File: src/rtl/stepper_ctrl.sv
// -----------------------------------------------------------------------------
// stepper_ctrl
//
// Multi-channel stepper-motor pulse generator. Software issues per-channel move
// commands (direction, step count, half-period). Each channel runs its own FSM:
//   IDLE -> SETUP -> HIGH -> LOW -> (HIGH | IDLE)
// DIR/EN are driven SETUP_CYC cycles before the first STEP rising edge so the
// driver sees a stable direction. All pins (step_o/dir_o/en_o) come straight
// from flops.
//
// Ports:
//   clock, reset        system clock, asynchronous active-high reset
//   cmd_valid/cmd_ready command handshake (ready is combinational from state)
//   cmd_ch              target channel; out-of-range channels are swallowed
//   cmd_dir/steps/period move parameters (period 0 behaves as 1)
//   abort               per-channel level-sensitive stop request
//   step_o/dir_o/en_o   registered driver pins
//   busy                channel not IDLE
//   done                one-cycle end-of-move pulse
//
// Optional build macro STEPPER_LIMIT_EN adds:
//   limit_n             active-low end-stop switches (double-flop synchronised)
//   fault               sticky per-channel limit-hit flag, cleared on next
//                       accepted command to that channel
// -----------------------------------------------------------------------------
module stepper_ctrl #(
  parameter int NUM_CH    = 2,
  parameter int CNT_W     = 16,
  parameter int DIV_W     = 20,
  parameter int SETUP_CYC = 4
) (
  input  logic              clock,
  input  logic              reset,
  input  logic              cmd_valid,
  output logic              cmd_ready,
  input  logic [2:0]        cmd_ch,
  input  logic              cmd_dir,
  input  logic [CNT_W-1:0]  cmd_steps,
  input  logic [DIV_W-1:0]  cmd_period,
  input  logic [NUM_CH-1:0] abort,
`ifdef STEPPER_LIMIT_EN
  input  logic [NUM_CH-1:0] limit_n,
  output logic [NUM_CH-1:0] fault,
`endif
  output logic [NUM_CH-1:0] step_o,
  output logic [NUM_CH-1:0] dir_o,
  output logic [NUM_CH-1:0] en_o,
  output logic [NUM_CH-1:0] busy,
  output logic [NUM_CH-1:0] done
);

  typedef enum logic [1:0] {
    ST_IDLE  = 2'd0,
    ST_SETUP = 2'd1,
    ST_HIGH  = 2'd2,
    ST_LOW   = 2'd3
  } state_e;

  // SETUP counts down from SETUP_CYC-1 to 0, giving exactly SETUP_CYC cycles.
  localparam logic [DIV_W-1:0] SETUP_LOAD = DIV_W'(SETUP_CYC - 1);

  logic [NUM_CH-1:0] ch_sel_s;   // one-hot decode of cmd_ch (all zero if out of range)
  logic [NUM_CH-1:0] idle_s;     // channel FSM in IDLE
  logic [NUM_CH-1:0] accept_s;   // command accepted into this channel this cycle
  logic [NUM_CH-1:0] stop_s;     // effective early-stop request

  // Out-of-range channel: no select bit is set, so ready stays high and
  // the command is dropped without touching any channel.
  assign cmd_ready = ~|(ch_sel_s & ~idle_s);
  assign accept_s  = {NUM_CH{cmd_valid}} & ch_sel_s & idle_s;

`ifdef STEPPER_LIMIT_EN
  logic [NUM_CH-1:0] lim_meta_q;
  logic [NUM_CH-1:0] lim_sync_q;

  // Two-flop synchroniser for the asynchronous end-stop switches (reset to inactive).
  always_ff @(posedge clock or posedge reset) begin
    if (reset) begin
      lim_meta_q <= {NUM_CH{1'b1}};
      lim_sync_q <= {NUM_CH{1'b1}};
    end else begin
      lim_meta_q <= limit_n;
      lim_sync_q <= lim_meta_q;
    end
  end

  // A synchronised limit behaves exactly like abort.
  assign stop_s = abort | ~lim_sync_q;
`else
  assign stop_s = abort;
`endif

  for (genvar g = 0; g < NUM_CH; g++) begin : g_ch
    state_e           state_q;
    logic [CNT_W-1:0] remain_q;   // steps still to issue, including the current one
    logic [DIV_W-1:0] reload_q;   // half-period reload value (P-1)
    logic [DIV_W-1:0] cnt_q;      // phase down-counter
    logic             step_q;
    logic             dir_q;
    logic             en_q;
    logic             busy_q;
    logic             done_q;
    logic             half_end_s;

    assign ch_sel_s[g] = (cmd_ch == 3'(g));
    assign idle_s[g]   = (state_q == ST_IDLE);
    assign half_end_s  = (cnt_q == '0);

    assign step_o[g] = step_q;
    assign dir_o[g]  = dir_q;
    assign en_o[g]   = en_q;
    assign busy[g]   = busy_q;
    assign done[g]   = done_q;

    // Per-channel move FSM with registered pin outputs.
    always_ff @(posedge clock or posedge reset) begin
      if (reset) begin
        state_q  <= ST_IDLE;
        remain_q <= '0;
        reload_q <= '0;
        cnt_q    <= '0;
        step_q   <= 1'b0;
        dir_q    <= 1'b0;
        en_q     <= 1'b0;
        busy_q   <= 1'b0;
        done_q   <= 1'b0;
      end else begin
        done_q <= 1'b0;
        case (state_q)
          ST_IDLE: begin
            step_q <= 1'b0;
            en_q   <= 1'b0;
            busy_q <= 1'b0;
            if (accept_s[g]) begin
              dir_q    <= cmd_dir;
              remain_q <= cmd_steps;
              reload_q <= (cmd_period == '0) ? '0 : (cmd_period - DIV_W'(1));
              if (cmd_steps == '0) begin
                // Zero-length move: direction still updates, driver stays off.
                done_q <= 1'b1;
              end else begin
                state_q <= ST_SETUP;
                en_q    <= 1'b1;
                busy_q  <= 1'b1;
                cnt_q   <= SETUP_LOAD;
              end
            end
          end

          ST_SETUP: begin
            if (stop_s[g]) begin
              state_q <= ST_IDLE;
              step_q  <= 1'b0;
              en_q    <= 1'b0;
              busy_q  <= 1'b0;
              done_q  <= 1'b1;
            end else if (half_end_s) begin
              state_q <= ST_HIGH;
              step_q  <= 1'b1;
              cnt_q   <= reload_q;
            end else begin
              cnt_q <= cnt_q - DIV_W'(1);
            end
          end

          ST_HIGH: begin
            // Stop requests wait for the high phase to finish: no runt pulses.
            if (half_end_s) begin
              step_q <= 1'b0;
              cnt_q  <= reload_q;
              if (stop_s[g]) begin
                state_q <= ST_IDLE;
                en_q    <= 1'b0;
                busy_q  <= 1'b0;
                done_q  <= 1'b1;
              end else begin
                state_q <= ST_LOW;
              end
            end else begin
              cnt_q <= cnt_q - DIV_W'(1);
            end
          end

          ST_LOW: begin
            if (stop_s[g]) begin
              state_q <= ST_IDLE;
              step_q  <= 1'b0;
              en_q    <= 1'b0;
              busy_q  <= 1'b0;
              done_q  <= 1'b1;
            end else if (half_end_s) begin
              if (remain_q <= CNT_W'(1)) begin
                // Last step issued; counter saturates at zero.
                remain_q <= '0;
                state_q  <= ST_IDLE;
                en_q     <= 1'b0;
                busy_q   <= 1'b0;
                done_q   <= 1'b1;
              end else begin
                remain_q <= remain_q - CNT_W'(1);
                state_q  <= ST_HIGH;
                step_q   <= 1'b1;
                cnt_q    <= reload_q;
              end
            end else begin
              cnt_q <= cnt_q - DIV_W'(1);
            end
          end

          default: begin
            state_q <= ST_IDLE;
            step_q  <= 1'b0;
            en_q    <= 1'b0;
            busy_q  <= 1'b0;
          end
        endcase
      end
    end

`ifdef STEPPER_LIMIT_EN
    logic fault_q;
    assign fault[g] = fault_q;

    // Sticky limit-hit flag: set when the end-stop is seen during a move.
    always_ff @(posedge clock or posedge reset) begin
      if (reset) begin
        fault_q <= 1'b0;
      end else if (accept_s[g]) begin
        fault_q <= 1'b0;
      end else if ((state_q != ST_IDLE) && !lim_sync_q[g]) begin
        fault_q <= 1'b1;
      end else begin
        fault_q <= fault_q;
      end
    end
`endif
  end

endmodule

File: config.mk
export PLATFORM = sky130hd
export DESIGN_NAME = stepper_ctrl
export DESIGN_NICKNAME = d
export VERILOG_FILES = /design/src/rtl/stepper_ctrl.sv
export SDC_FILE = /design/constraint.sdc
export NUM_CORES = 1
export LEC_CHECK = 0
export ABC_AREA = 1
export BUFFER_PORTS_ARGS = -buffer_cell sky130_fd_sc_hd__buf_2
export CORE_MARGIN = 2
export CORE_UTILIZATION = 56
export DETAILED_ROUTE_END_ITERATION = 7
export GPL_TIMING_DRIVEN = 0
export PLACE_DENSITY = 0.78
export SETUP_SLACK_MARGIN = 0.5
export SKIP_LAST_GASP = 1
export SLEW_MARGIN = 20
export SYNTH_ARGS = -nofsm -noshare
export SYNTH_HDL_FRONTEND = slang
export SYNTH_SLANG_ARGS = --single-unit
export TNS_END_PERCENT = 1
File: constraint.sdc
create_clock -name clock -period 4.3 [get_ports clock]
set_input_delay 1.075 -clock clock [delete_from_list [all_inputs] [get_ports clock]]
set_output_delay 1.075 -clock clock [all_outputs]
set_load 0.01 [all_outputs]
# [Word level (Yosys, flattened, before mapping)]
# Cells that the tools add are included.
[classes] n_addsub=5 n_mul=0 n_div=0 magnitude_cmp=2 eq_ne=29 shifts=0 mux=95 n_bitwise=4 reduce_logical=23
[ops] op="two-way mux 20 bit" n=14
[ops] op="case mux 20 bit (4 select lines)" n=2
[ops] op="two-way mux 16 bit" n=8
[ops] op="case mux 16 bit (2 select lines)" n=2
[ops] op="logical NOT 20 bit" n=3
[ops] op="subtractor 20 x 1 -> 20 bit (second input constant)" n=3
[ops] op="two-way mux 1 bit" n=42
[ops] op="two-way mux 2 bit" n=17
[ops] op="<= comparator 16 x 1 -> 1 bit (second input constant)" n=2
[ops] op="case mux 1 bit (4 select lines)" n=8
[ops] op="subtractor 16 x 1 -> 16 bit (second input constant)" n=2
[ops] op="inequality test 3 bit (second input constant)" n=10
[ops] op="inequality test 2 bit (second input constant)" n=10
[ops] op="AND reduction 5 bit" n=4
[ops] op="logical NOT 16 bit" n=1
[ops] op="case mux 2 bit (4 select lines)" n=2
[ops] op="AND reduction 4 bit" n=4
[ops] op="equality test 2 bit (second input constant)" n=4
[ops] op="bitwise AND 2 bit" n=3
[ops] op="AND reduction 3 bit" n=2
[ops] op="equality test 2 x 1 -> 1 bit (second input constant)" n=2
[ops] op="logical NOT 2 bit" n=2
[ops] op="inequality test 2 x 1 -> 1 bit (second input constant)" n=2
[ops] op="AND reduction 2 bit" n=2
[ops] op="6 further kinds" n=7
[totals] ff_bits=126 latchBits=0 ramBits=0 rom_bits=0 input_bits=45 out_inout_bits=11 wordCells=176 memories=0

# [Logic depth before layout (Yosys ltp)]
[depth] depth_word=5 mapped_depth=12 depth_no_buf=12

# [Worst setup path after synthesis]
# Ideal clock, no wire load.
[synth_timing] kind="input port to output port" from="in cmd_ch[0]" to="out cmd_ready" arrival_ps=1431 t_required_ps=3225 path_slack_ps=1794 path_stages=4 n_path_buf=0 path_cell_list="nor2_1 > nand2_1 > o22ai_1 > inv_1"
[synth_between] elab_chain_cells=4 elab_cells_between_ends=5 classes_between="eq/ne: 1; bitwise: 1; reduce/logical: 3"
[synth_rtl] item="from (decl)" line_no="36" source="input logic [2:0] cmd_ch,"
[synth_rtl] item="equality test 3 x 1 -> 1 bit or logical NOT 3 bit (tied branches)" line_no="105" source="assign ch_sel_s[g] = (cmd_ch == 3'(g));"
[synth_rtl] item="bitwise AND 2 bit *" line_no="69" source="assign cmd_ready = ~|(ch_sel_s & ~idle_s);"
[synth_rtl] item="OR reduction 2 bit *" line_no="69"
[synth_rtl] item="logical NOT 1 bit *" line_no="69"
[synth_rtl] item="to (decl)" line_no="35" source="output logic cmd_ready,"
# Every way passes the cells marked *; elsewhere a longest branch is shown, timed or not.

# [Worst setup path in the final report]
[layout_timing] from="reg g_ch[1].state_q[0]" to="out cmd_ready"
[layout_between] elab_chain_cells=5
[layout_rtl] item="from (decl)" line_no="94" source="state_e state_q;"
[layout_rtl] item="from (signal assigned)" line_no="118" source="state_q <= ST_IDLE;"
[layout_rtl] item="from (signal assigned)" line_no="142" source="state_q <= ST_SETUP;"
[layout_rtl] item="from (signal assigned)" line_no="152" source="state_q <= ST_IDLE;"
[layout_rtl] item="logical NOT 2 bit" line_no="106" source="assign idle_s[g] = (state_q == ST_IDLE);"
[layout_rtl] item="NOT 2 bit" line_no="69"
[layout_rtl] item="bitwise AND 2 bit" line_no="69"
[layout_rtl] item="OR reduction 2 bit" line_no="69"
[layout_rtl] item="logical NOT 1 bit" line_no="69"
# No other way between the ends.

==> impl_results.md <==
- Clock buffer depth: 2
- Num rows: 44
- Pwr per Cell Area: 715.1 nW/um^2
- Global-route wire length before repair: 37.87 mm
- Antenna Cells: 0
- Combinational family with the most area after synthesis: simple AND/OR/NAND/NOR gates
- Slew headroom: 0.5565
- Number of violations of the max-capacitance limit: 0
- Clock latency at the later pin of the worst-skew pair: 0.43 ns
- Area share of the leading cell type in the synthesized netlist: 0.3726
- Commonest cells after routing, fill and taps aside: nand2_1, nor2_1, dfrtp_1
- Count of boundary I/O pins: 56
- Setup repair after global routing missed its margin: no
- Arithmetic-cell share of the synthesized area counting full adders, half adders and majority gates: 0.02554
- Number of antenna violations at the first check in global routing: 0
- Endpoint type of the worst setup path: output port
- H-tree depth: 4
- Synthesized net count: 1289
- Total Nets Final: 1367
- Post-Route Skew: 0.007197 ns
- Clock tree root driver cell: clkbuf_16
- Total iterations of the first detailed-routing run: 7
- Leading cell types by total area after synthesis: dfrtp_1, nand2_1, nor2_1
- Antenna violation net count after detailed routing: 0
- Largest driver fanout on the critical path: 9
- Total of hold buffers inserted after clock tree synthesis: 0
- Post-layout utilization of the core: 0.6514
- Drt via density: 5.498
- Post-CTS setup buffer count: 0
- Worst min path class: reg2reg
- Initial cell density of the core: 0.5730
- Fraction of synthesized cell area in xor and xnor cells: 0.03786
- Width of the die: 126.0 um
- Syn avg cell area: 6.787 sq um
- Post-layout power: 6.771 mW
- Final hold violations: 0
- Post-CTS sizing: 0
- Area fraction in compound gates after synthesis: 0.1149
- Quantity of I/O buffers inserted on ports: 55
- Largest net degree at the start of global routing: 32
- Warnings, synthesis: 0
- Dominant cell type by area after synthesis: dfrtp_1
- CTS tree: done
- Worst setup SP type: flop
- Setup-failing EPs final: 0
- Distinct cell type count after synthesis: 40
- Leakage Power: 4.895 nW
- CP arrival: 1.99 ns
- Total number of vias: 8252
- Post-Syn Instances: 1227
- Part of the cycle the worst path needs: 0.7126
- Cell total after placement: 1470
- HPWL after detailed placement: 16.60 mm
- Post-Synthesis Cell Area: 8328 sq um
- Placeable core region: 14530 sq um
- Detailed-route DRC error count: 0
- Synthesized flop and latch total: 124
- Overall die area: 15860 sq um
- Area growth syn-to-layout: 13.69%
- Number of sinks driven by the clock tree: 124
- Routed Wire Length: 22.12 mm
- Time the final worst path needs with I/O delays and setup: 3.064 ns
- Status: finished, final reports clean
- Vertical die dimension: 126.0 um
- Total congestion overflow after global routing: 0
- GRT Resource Usage Total: 0.2921
- Number of global-route vias before repair: 7925
- Required @ worst endpoint: 3.22 ns
- Critical path type: reg2out
- Most frequent standard cell in the layout excluding fill and tap cells: nand2_1
- Maximum VDD drop: 450.8 uV
- Number of DRC markers after the initial detailed-route iteration: 784
- Final weighted congestion in routability-driven placement: 0.9540
- Post-synthesis share of cell area spent on and, or, nand and nor gates: 0.3714
- Num CTS Buffers: 17
- Routed length per placed instance: 14.74 um
- Transition time of the tightest slew-check pin: 0.6652 ns
- Mux cell area share after synthesis: 0
- CTS clock-pin slew for the worst setup and hold paths: 0.06 ns
- Non-filler cells in the finished layout: 1501
- Number of pins with negative max-slew slack in the final report: 0
- Maximum operating frequency: 0.3264 GHz
- Share of post-route cells with drive strength above 1: 0.1222
- Register area share after synthesis: 0.3726
- Setup TNS: 0 ns
-- state kept, by name, indices dropped and copies added, names as in the netlist --
name / flops
g_ch.en_q: 2
g_ch.done_q: 2
g_ch.dir_q: 2
g_ch.remain_q: 32
g_ch.state_q: 4
g_ch.cnt_q: 40
g_ch.step_q: 2
g_ch.reload_q: 40
-- path summary, 6_finish.rpt --
| kind | cells after the start | slack, ns | start | endpoint |
|---|---|---|---|---|
| hold reg to reg | 2 | 0.47 | g_ch[1].reload_q[15] | g_ch[1].reload_q[15] |
| max in group asynchronous | 5 | 2.78 | reset | g_ch[0].cnt_q[15] |
| setup reg to reg | 7 | 1.99 | g_ch[1].state_q[0] | g_ch[1].en_q |
| setup / recovery | 6 | 1.24 | g_ch[1].state_q[0] | cmd_ready |
| min in group asynchronous | 2 | 0.61 | reset | g_ch[1].cnt_q[9] |
| hold / removal | 2 | 0.47 | g_ch[1].reload_q[15] | g_ch[1].reload_q[15] |
-- routing by layer --
layer / GRT usage / routed length, um / part of all wire
met5: 0 / 0 / 0
met3: 0.06202 / 1357 / 0.061
met4: 0.1189 / 635 / 0.029
met2: 0.4595 / 10260 / 0.46
met1: 0.3953 / 9860 / 0.45
-- report_power, final --
part	switching [mW]	total, mW	internal (mW)
clock	0.567	1.36	0.792
combinational	2.10	3.28	1.18
sequential	0.453	2.13	1.68
total	3.12	6.77	3.65
-- synthesized netlist by cell type --
master	number
nand2_1	431
nor2_1	165
dfrtp_1	124
o21ai_0	109
inv_1	97
nand3_1	75
xor2_1	23
o21ai_1	20
ha_1	17
nand4_1	17
xnor2_1	13
clkbuf_1	12
a21oi_1	11
buf_4	11
buf_2	9
nor2_2	9
nand3b_1	8
o21ai_2	8
o22ai_1	8
buf_6	7
or2_2	6
inv_2	5
nand3_4	5
nor2_4	5
o211ai_1	5
nor3_1	4
o21bai_1	4
nand2_2	3
o31ai_1	3
or2_1	3
a21o_1	1
a31oi_1	1
and3_1	1
buf_1	1
clkinv_1	1
clkinv_2	1
nand4_2	1
o21a_1	1
o21ai_4	1
o2bb2ai_1	1
-- cell families (layout without fill, tap and decap cells) --
group | Yosys count | count (layout)
buffers and inverters | 144 | 234
flip-flops | 124 | 124
AND/OR/NAND/NOR | 733 | 733
adder cells (fa/ha/maj) | 17 | 17
AO/OA/AOI/OAI | 173 | 173
XOR/XNOR | 36 | 36
-- through the flow --
stage	hold slack [ns]	setup slack [ns]	instance area [sq um]
5_1_grt	0.4925	1.115	9468
4_1_cts	0.4757	1.229	9468
3_5_place_dp	0.4598	1.551	8917
2_1_floorplan	0.4416	1.700	8332
6_report	0.4710	1.236	9468
3_3_place_gp	0.4573	0.8577	8837
-- final cells by class --
| type | count | area, sq um |
|---|---|---|
| Fill cell | 1333 | 5066 |
| Multi-Input combinational cell | 959 | 4578 |
| Sequential cell | 124 | 3103 |
| Clock buffer | 18 | 429.2 |
| Inverter | 104 | 395.4 |
| Timing Repair Buffer | 59 | 355.3 |
| Buffer | 40 | 255.2 |
| Tap cell | 184 | 230.2 |
| Clock inverter | 13 | 121.4 |
-- critical path, cell delays in order, from the launching register on --
cell	delay [ns]
dfrtp_1	0.42
inv_1	0.10
ha_1	0.14
clkbuf_1	0.51
o22ai_1	0.18
inv_1	0.08
buf_2	0.12
No activity file was read; power rests on OpenSTA's default activity.
